`src/rtl/bear_ship_filter_pkg.sv`:
```
// ----------------------------------------------------------------------------
// bear_ship_pkg
// Shared types and constants for the bear/ship code filter: code field
// widths, the combined code type, the two FSM states and a packing helper.
// ----------------------------------------------------------------------------
package bear_ship_pkg;

   localparam int BEAR_W = 12;
   localparam int SHIP_W = 8;
   localparam int CODE_W = BEAR_W + SHIP_W;

   typedef logic [CODE_W-1:0] code_t;

   // ACQ hunts for a stable value, LOCK holds while the input stays put
   typedef enum logic {
      ST_ACQ  = 1'b0,
      ST_LOCK = 1'b1
   } state_e;

   // Bearing sits in the upper bits so the combined code compares as one word
   function automatic code_t pack_code(input logic [BEAR_W-1:0] bear,
                                       input logic [SHIP_W-1:0] ship);
      pack_code = {bear, ship};
   endfunction

endpackage

```
`src/rtl/bear_ship_filter_if.sv`:
```
// ----------------------------------------------------------------------------
// bear_ship_filter_if
// Valid/ready output channel carrying one accepted bear/ship code.
//   OutValid  producer -> consumer  accepted value pending
//   OutReady  consumer -> producer  consumer takes the value this cycle
//   OutBear   producer -> consumer  accepted bearing code (BEAR_W)
//   OutShip   producer -> consumer  accepted ship code (SHIP_W)
// ----------------------------------------------------------------------------
interface bear_ship_filter_if;
   import bear_ship_pkg::*;

   logic              OutValid;
   logic              OutReady;
   logic [BEAR_W-1:0] OutBear;
   logic [SHIP_W-1:0] OutShip;

   modport master (
      output OutValid,
      output OutBear,
      output OutShip,
      input  OutReady
   );

   modport slave (
      input  OutValid,
      input  OutBear,
      input  OutShip,
      output OutReady
   );

endinterface

```
`src/rtl/bear_ship_filter_tick_gen.sv`:
```
// ----------------------------------------------------------------------------
// tick_gen
// Free-running prescaler 0..DIV-1; Tick is high for the one clock in which
// the count equals DIV-1. Tick is registered and tracks the count exactly.
//   Clk    in   system clock
//   Reset  in   synchronous reset, active-high (count and Tick to 0)
//   Tick   out  one-clock strobe every DIV clocks
// ----------------------------------------------------------------------------
module tick_gen #(
   parameter int DIV = 1024
) (
   input  logic Clk,
   input  logic Reset,
   output logic Tick
);

   localparam int          CW   = (DIV > 2) ? $clog2(DIV) : 1;
   localparam logic [CW-1:0] LAST = CW'(DIV - 1);

   logic [CW-1:0] cnt_q;
   logic [CW-1:0] cnt_d;
   logic          tick_q;

   // Next count: wrap after the last value
   always_comb begin
      cnt_d = cnt_q;
      if (cnt_q == LAST) begin
         cnt_d = '0;
      end else begin
         cnt_d = cnt_q + CW'(1);
      end
   end

   // Count and strobe registers; the strobe is loaded from the next count so
   // it is high exactly while the count sits at its last value
   always_ff @(posedge Clk) begin
      if (Reset) begin
         cnt_q  <= '0;
         tick_q <= 1'b0;
      end else begin
         cnt_q  <= cnt_d;
         tick_q <= (cnt_d == LAST);
      end
   end

   assign Tick = tick_q;

endmodule

```
`src/rtl/bear_ship_filter.sv`:
```
// ----------------------------------------------------------------------------
// bear_ship_filter
// Samples the {Bear,Ship} code from the 74HC165 reader on a slow tick and
// accepts a value only after STABLE_CNT identical consecutive samples. Each
// newly accepted value is offered once on a valid/ready channel.
//   Clk      in   system clock
//   Reset    in   synchronous reset, active-high
//   Bear     in   12-bit bearing code (quasi-static)
//   Ship     in   8-bit ship code (quasi-static)
//   out_if   master side of the valid/ready output channel
//   Stable   out  1 while the FSM is in LOCK
//   Fault    out  input failed to settle for TIMEOUT ticks
//   Overrun  out  one-clock pulse: pending value replaced before it was read
// ----------------------------------------------------------------------------
module bear_ship_filter
   import bear_ship_pkg::*;
#(
   parameter int SAMPLE_DIV = 1024,
   parameter int STABLE_CNT = 4,
   parameter int TIMEOUT    = 64
) (
   input  logic                Clk,
   input  logic                Reset,
   input  logic [BEAR_W-1:0]   Bear,
   input  logic [SHIP_W-1:0]   Ship,
   bear_ship_filter_if.master  out_if,
   output logic                Stable,
   output logic                Fault,
   output logic                Overrun
);

   localparam int MW = $clog2(STABLE_CNT + 1);
   localparam int TW = $clog2(TIMEOUT + 1);

   localparam logic [MW-1:0] MATCH_MAX = MW'(STABLE_CNT);
   localparam logic [MW-1:0] MATCH_PRE = MW'(STABLE_CNT - 1);
   localparam logic [TW-1:0] TO_MAX    = TW'(TIMEOUT);

   logic              tick_s;
   code_t             sample_s;
   logic              same_s;
   logic              lock_hit_s;
   logic              accept_s;

   code_t             cand_q,     cand_d;
   logic [MW-1:0]     match_q,    match_d;
   state_e            state_q,    state_d;
   logic [TW-1:0]     to_q,       to_d;
   logic              fault_q,    fault_d;
   logic              have_acc_q, have_acc_d;
   logic              valid_q,    valid_d;
   logic [BEAR_W-1:0] bear_q,     bear_d;
   logic [SHIP_W-1:0] ship_q,     ship_d;
   logic              overrun_q,  overrun_d;

   tick_gen #(.DIV(SAMPLE_DIV)) u_tick (
      .Clk   (Clk),
      .Reset (Reset),
      .Tick  (tick_s)
   );

   // The reader runs on this clock, so its code is used without a synchroniser
   assign sample_s   = pack_code(Bear, Ship);
   assign same_s     = (sample_s == cand_q);
   // This tick brings the match count up to STABLE_CNT
   assign lock_hit_s = tick_s & same_s & (match_q == MATCH_PRE);
   // Re-locking on the value already delivered must not raise a new event
   assign accept_s   = lock_hit_s &
                       (~have_acc_q | (cand_q != pack_code(bear_q, ship_q)));

   // Candidate tracking and saturating match count
   always_comb begin
      cand_d  = cand_q;
      match_d = match_q;
      if (tick_s) begin
         if (!same_s) begin
            cand_d  = sample_s;
            match_d = MW'(1);
         end else if (match_q != MATCH_MAX) begin
            match_d = match_q + MW'(1);
         end else begin
            match_d = match_q;
         end
      end else begin
         match_d = match_q;
      end
   end

   // FSM next state
   always_comb begin
      state_d = state_q;
      case (state_q)
         ST_ACQ: begin
            if (lock_hit_s) begin
               state_d = ST_LOCK;
            end else begin
               state_d = ST_ACQ;
            end
         end
         ST_LOCK: begin
            if (tick_s && !same_s) begin
               state_d = ST_ACQ;
            end else begin
               state_d = ST_LOCK;
            end
         end
         default: state_d = ST_ACQ;
      endcase
   end

   // Timeout counts ACQ ticks only; it is zero in LOCK, on LOCK entry and on
   // the tick that leaves LOCK, and sticks at TIMEOUT rather than wrapping
   always_comb begin
      to_d = to_q;
      if ((state_q == ST_LOCK) || (state_d == ST_LOCK)) begin
         to_d = '0;
      end else if (tick_s && (to_q != TO_MAX)) begin
         to_d = to_q + TW'(1);
      end else begin
         to_d = to_q;
      end
      fault_d = (to_d == TO_MAX);
   end

   // Output channel: load on accept, drop valid on a handshake
   always_comb begin
      valid_d    = valid_q;
      bear_d     = bear_q;
      ship_d     = ship_q;
      have_acc_d = have_acc_q;
      overrun_d  = 1'b0;
      if (accept_s) begin
         {bear_d, ship_d} = cand_q;
         valid_d          = 1'b1;
         have_acc_d       = 1'b1;
         // Overwriting a pending value the consumer is not taking now
         overrun_d        = valid_q & ~out_if.OutReady;
      end else if (valid_q && out_if.OutReady) begin
         valid_d = 1'b0;
      end else begin
         valid_d = valid_q;
      end
   end

   // Candidate and match count registers
   always_ff @(posedge Clk) begin
      if (Reset) begin
         cand_q  <= '0;
         match_q <= '0;
      end else begin
         cand_q  <= cand_d;
         match_q <= match_d;
      end
   end

   // FSM state register
   always_ff @(posedge Clk) begin
      if (Reset) begin
         state_q <= ST_ACQ;
      end else begin
         state_q <= state_d;
      end
   end

   // Timeout counter and fault flag
   always_ff @(posedge Clk) begin
      if (Reset) begin
         to_q    <= '0;
         fault_q <= 1'b0;
      end else begin
         to_q    <= to_d;
         fault_q <= fault_d;
      end
   end

   // Output channel registers and overrun pulse
   always_ff @(posedge Clk) begin
      if (Reset) begin
         valid_q    <= 1'b0;
         bear_q     <= '0;
         ship_q     <= '0;
         have_acc_q <= 1'b0;
         overrun_q  <= 1'b0;
      end else begin
         valid_q    <= valid_d;
         bear_q     <= bear_d;
         ship_q     <= ship_d;
         have_acc_q <= have_acc_d;
         overrun_q  <= overrun_d;
      end
   end

   assign out_if.OutValid = valid_q;
   assign out_if.OutBear  = bear_q;
   assign out_if.OutShip  = ship_q;
   assign Stable          = (state_q == ST_LOCK);
   assign Fault           = fault_q;
   assign Overrun         = overrun_q;

endmodule

```
`src/flat_wrapper.sv`:
```
// flat-port wrapper written by rule: the top's interface ports become plain ports
module bear_ship_filter_flat import bear_ship_pkg::*;
#(
   parameter int SAMPLE_DIV = 1024,
   parameter int STABLE_CNT = 4,
   parameter int TIMEOUT    = 64
)
  (Clk, Reset, Bear, Ship, Stable, Fault, Overrun, out_if_OutValid, out_if_OutBear, out_if_OutShip, out_if_OutReady);
  bear_ship_filter_if out_if_i ();
  input  logic Clk;
  input  logic Reset;
  input  logic [BEAR_W-1:0] Bear;
  input  logic [SHIP_W-1:0] Ship;
  output logic Stable;
  output logic Fault;
  output logic Overrun;
  output wire logic [$bits(out_if_i.OutValid)-1:0] out_if_OutValid;
  output wire logic [$bits(out_if_i.OutBear)-1:0] out_if_OutBear;
  output wire logic [$bits(out_if_i.OutShip)-1:0] out_if_OutShip;
  input wire logic [$bits(out_if_i.OutReady)-1:0] out_if_OutReady;
  assign out_if_OutValid = out_if_i.OutValid;
  assign out_if_OutBear = out_if_i.OutBear;
  assign out_if_OutShip = out_if_i.OutShip;
  assign out_if_i.OutReady = out_if_OutReady;
  bear_ship_filter #(.SAMPLE_DIV(SAMPLE_DIV), .STABLE_CNT(STABLE_CNT), .TIMEOUT(TIMEOUT)) u_core (.Clk(Clk), .Reset(Reset), .Bear(Bear), .Ship(Ship), .out_if(out_if_i), .Stable(Stable), .Fault(Fault), .Overrun(Overrun));
endmodule
```
`config.mk`:
```
export PLATFORM = sky130hd
export DESIGN_NAME = bear_ship_filter_flat
export DESIGN_NICKNAME = d
export VERILOG_FILES = /design/src/rtl/bear_ship_filter_pkg.sv /design/src/rtl/bear_ship_filter_if.sv /design/src/rtl/bear_ship_filter_tick_gen.sv /design/src/rtl/bear_ship_filter.sv /design/src/flat_wrapper.sv
export SDC_FILE = /design/constraint.sdc
export NUM_CORES = 1
export LEC_CHECK = 0
export CORE_UTILIZATION = 45
export DETAILED_ROUTE_END_ITERATION = 10
export GPL_ROUTABILITY_DRIVEN = 0
export PLACE_DENSITY_LB_ADDON = 0.3
export SYNTH_ARGS = -nofsm -noshare
export SYNTH_HDL_FRONTEND = slang
export SYNTH_HIERARCHICAL = 1
export SYNTH_SLANG_ARGS = --single-unit
export TNS_END_PERCENT = 10
```
`constraint.sdc`:
```
create_clock -name Clk -period 5.5 [get_ports Clk]
set_input_delay 0.825 -clock Clk [delete_from_list [all_inputs] [get_ports Clk]]
set_output_delay 0.825 -clock Clk [all_outputs]
set_load 0.005 [all_outputs]
```
==> impl_metrics.py <==
metrics = {
    "clock_tree": {
        "hold_buffers": 0,
        "cts_tree": "yes",
        "insertion_delay_ns": 0.35,
        "cts_max_path_buffers": 2,
        "htree_levels": 3,
        "cts_setup_buffers": 0,
        "cts_inserted_buffers": 9,
        "ctsResizeCount": 0,
        "cts-root-buf": "clkbuf_8",
        "clk_pin_slew_ns": 0.06,
        "cts_sinks": 66,
    },
    "floorplan": {
        "ios": 47,
        "core_sq_mm": 0.00683,
        "num_rows": 30,
        "die_h_um": 86.4,
        "start_util_pct": 46.9,
        "die_area_sq_mm": 0.00746,
        "die_x_um": 86.4,
    },
    "worst_setup_path": {
        "worstSetupPathType": "in2reg",
        "crit_top_cell": "nor4_2",
        "cp.arrival_ns": 3.29,
        "critPathLaunchType": "input pin",
        "end_kind": "flop",
        "cp_cell_sequence": "clkdlybuf4s50_1 -> xor2_1 -> nor4_2 -> nand3_2 -> nor3_4 -> or3_1 -> nor4_2",
        "crit_required_ns": 5.73,
        "crit_fanout": 22,
        "slowest_delay_ns": 0.80,
        "slowest_stage": "nor3_4",
    },
    "placement": {
        "hpwlAfterDp_mm": 4.58,
        "port_buffers": 46,
        "placed_area_sq_mm": 0.00368,
        "placedCellCount": 478,
    },
    "synthesis": {
        "synth_fa_ha_area_share_pct": 2.73,
        "syn_area_sq_mm": 0.00320,
        "syn_inst": 351,
        "syn_area_per_cell_sq_um": 9.13,
        "synth_top_area_share_pct": 41.2,
        "synth-seq-area-share_pct": 41.2,
        "ys_ff_latch": 66,
        "synth_edf_count": 0,
        "synth_largest_area_cell": "dfxtp_1",
        "ys.flop_type": "dfxtp_1",
        "yosysUniqueCellTypes": 40,
        "synth_xor_area_share_pct": 14.5,
        "async_reset_ff_share_pct": 0,
        "ys.warnings.count": 6,
        "synthSimpleGateAreaFrac_pct": 22.8,
        "synth.area.top_cells": "dfxtp_1 (41%), xor2_1 (8.7%), mux2i_1 (6.6%), xnor2_1 (5.7%), nor2_1 (4.7%)",
        "synth_top_family_by_area": "simple AND/OR/NAND/NOR gates",
        "synth-compound-area-share_pct": 7.61,
        "muxShareOfSynthArea_pct": 6.91,
        "synth_nets": 381,
    },
    "detailed_routing": {
        "finalWirelength_mm": 6.72,
        "via_count": 2587,
        "firstDrtPassIters": 4,
        "post_drt_wl_per_cell_um": 13.6,
        "drc_errors": 0,
        "viasPerCell": 5.25,
        "ant_nets": 0,
        "drt_iter0_drc": 107,
    },
    "global_routing": {
        "grt.overflow.total": 0,
        "antenna_found_initial": 0,
        "grt.total_usage_pct": 19.4,
        "grt_pass1_vias": 2397,
        "grt_max_degree": 54,
        "grt_pass1_wl_mm": 11.2,
    },
    "cells_and_area": {
        "final_layout_size_suffix_gt1_share_pct": 8.56,
        "antenna_cells": 0,
        "finalNonFillerCells": 493,
        "nFillCells": 647,
        "stdcell_area_sq_mm": 0.00387,
        "final_cell_mix": "dfxtp_1 (66), clkdlybuf4s50_1 (45), nor2_1 (40)",
        "synthToLayoutAreaGrowth_pct": 20.8,
        "final_common_cell": "dfxtp_1",
        "post-route-util_pct": 56.6,
        "fin_nets": 423,
    },
    "power": {
        "powerDensity_mw_per_mm2": 237,
        "p_leak_uw": 0.00157,
        "peakVddDrop_mv": 0.151,
    },
    "timing": {
        "tightest_slew_ns": 0.992,
        "final-setup-viol-count": 0,
        "hold_viol_final": 0,
        "rsz0062_at_grt": "no",
        "max_freq_mhz": 326,
        "relSlewSlack_pct": 33.9,
        "drv_slew": 0,
        "final.setup_skew_ns": 0.00500,
        "min_period_ns": 3.06,
        "finalSetupTns_ns": 0,
        "finalCritPeriodShare_pct": 55.7,
    },
    "hold_path": {
        "worstHoldPathType": "reg2reg",
    },
    "run_status": {
        "outcome": "finished, final reports clean",
    },
    "flow_run": {
        "cap_violations": 0,
    },
}
## worst max-delay path, delay by kind of cell
kind                      cells  cell delay, ns
xor gates and xnor gates      1            0.16
buffers and inverters         1            0.44
and+or+nand+nor               5            1.87
## power breakdown
group | leakage (uW) | total (uW) | switching, uW | internal [uW]
Combinational | 0.000947 | 41.1 | 20.5 | 20.5
Sequential | 0.000532 | 482 | 2.26 | 480
Clock | 0.0000962 | 396 | 178 | 218
Total | 0.00157 | 919 | 201 | 718
## registers in the layout (all words and copies together) (netlist names)
signal                  cells
u_core/Fault                1
u_core/Overrun              1
u_core/Stable               1
u_core/cand_q              20
u_core/have_acc_q           1
u_core/match_q              3
u_core/out_if.OutBear      12
u_core/out_if.OutShip       8
u_core/out_if.OutValid      1
u_core/to_q                 7
u_core/u_tick/Tick          1
u_core/u_tick/cnt_q        10
## per-stage QoR
stage	hold WS [ns]	power, uW	setup WS, ns
CTS	0.472	927	2.44
floorplan	0.431	510	3.29
global placement	0.445	533	2.12
global route	0.504	954	2.29
detailed placement	0.456	534	2.08
finish	0.466	919	2.44
## worst paths after layout
kind | end | cells past startpoint | start | slack [ns]
worst min register to register | u_core/have_acc_q | 2 | u_core/have_acc_q | 0.47
worst max register to register | u_core/Fault | 6 | u_core/cand_q[2] | 2.97
worst max-delay path | u_core/Fault | 7 | Ship[2] | 2.44
worst min-delay path | u_core/have_acc_q | 2 | u_core/have_acc_q | 0.47
## kinds of logic after synthesis
kind of cell    Yosys count
simple gates            137
xor+xnor                 53
buf+inv                  25
mux                      22
compound gates           41
flops                    66
fa+ha+maj                 7
## synthesized netlist by cell type (all sizes together), types with 2 or more instances
cell / number
nand2b: 4
xnor2: 21
and2: 2
nand3: 27
and3: 3
or3: 2
and4: 2
o31ai: 3
o21ai: 4
nor2: 40
a21oi: 29
nand2: 30
a41o: 2
dfxtp: 66
clkbuf: 7
buf: 9
nor3: 5
ha: 7
nor4: 10
mux2i: 21
xor2: 32
nand4: 11
inv: 9
## metal layers
layer  track usage (%)  part of all wire, %
met4              8.48                  1.8
met3              5.62                  3.9
met2              30.4                   47
met5                 0                    0
met1              25.0                   48
## layout make-up
cell class | count | area, sq um | area share (%)
sequential | 66 | 1320 | 34.1
clock buffer | 12 | 145 | 3.75
timing repair buffer | 47 | 463 | 12.0
tap | 96 | 120 | 3.10
clock inverter | 3 | 40.0 | 1.03
multi-input combinational | 260 | 1750 | 45.1
inverter | 9 | 33.8 | 0.873
No activity file was read; power rests on OpenSTA's default activity.
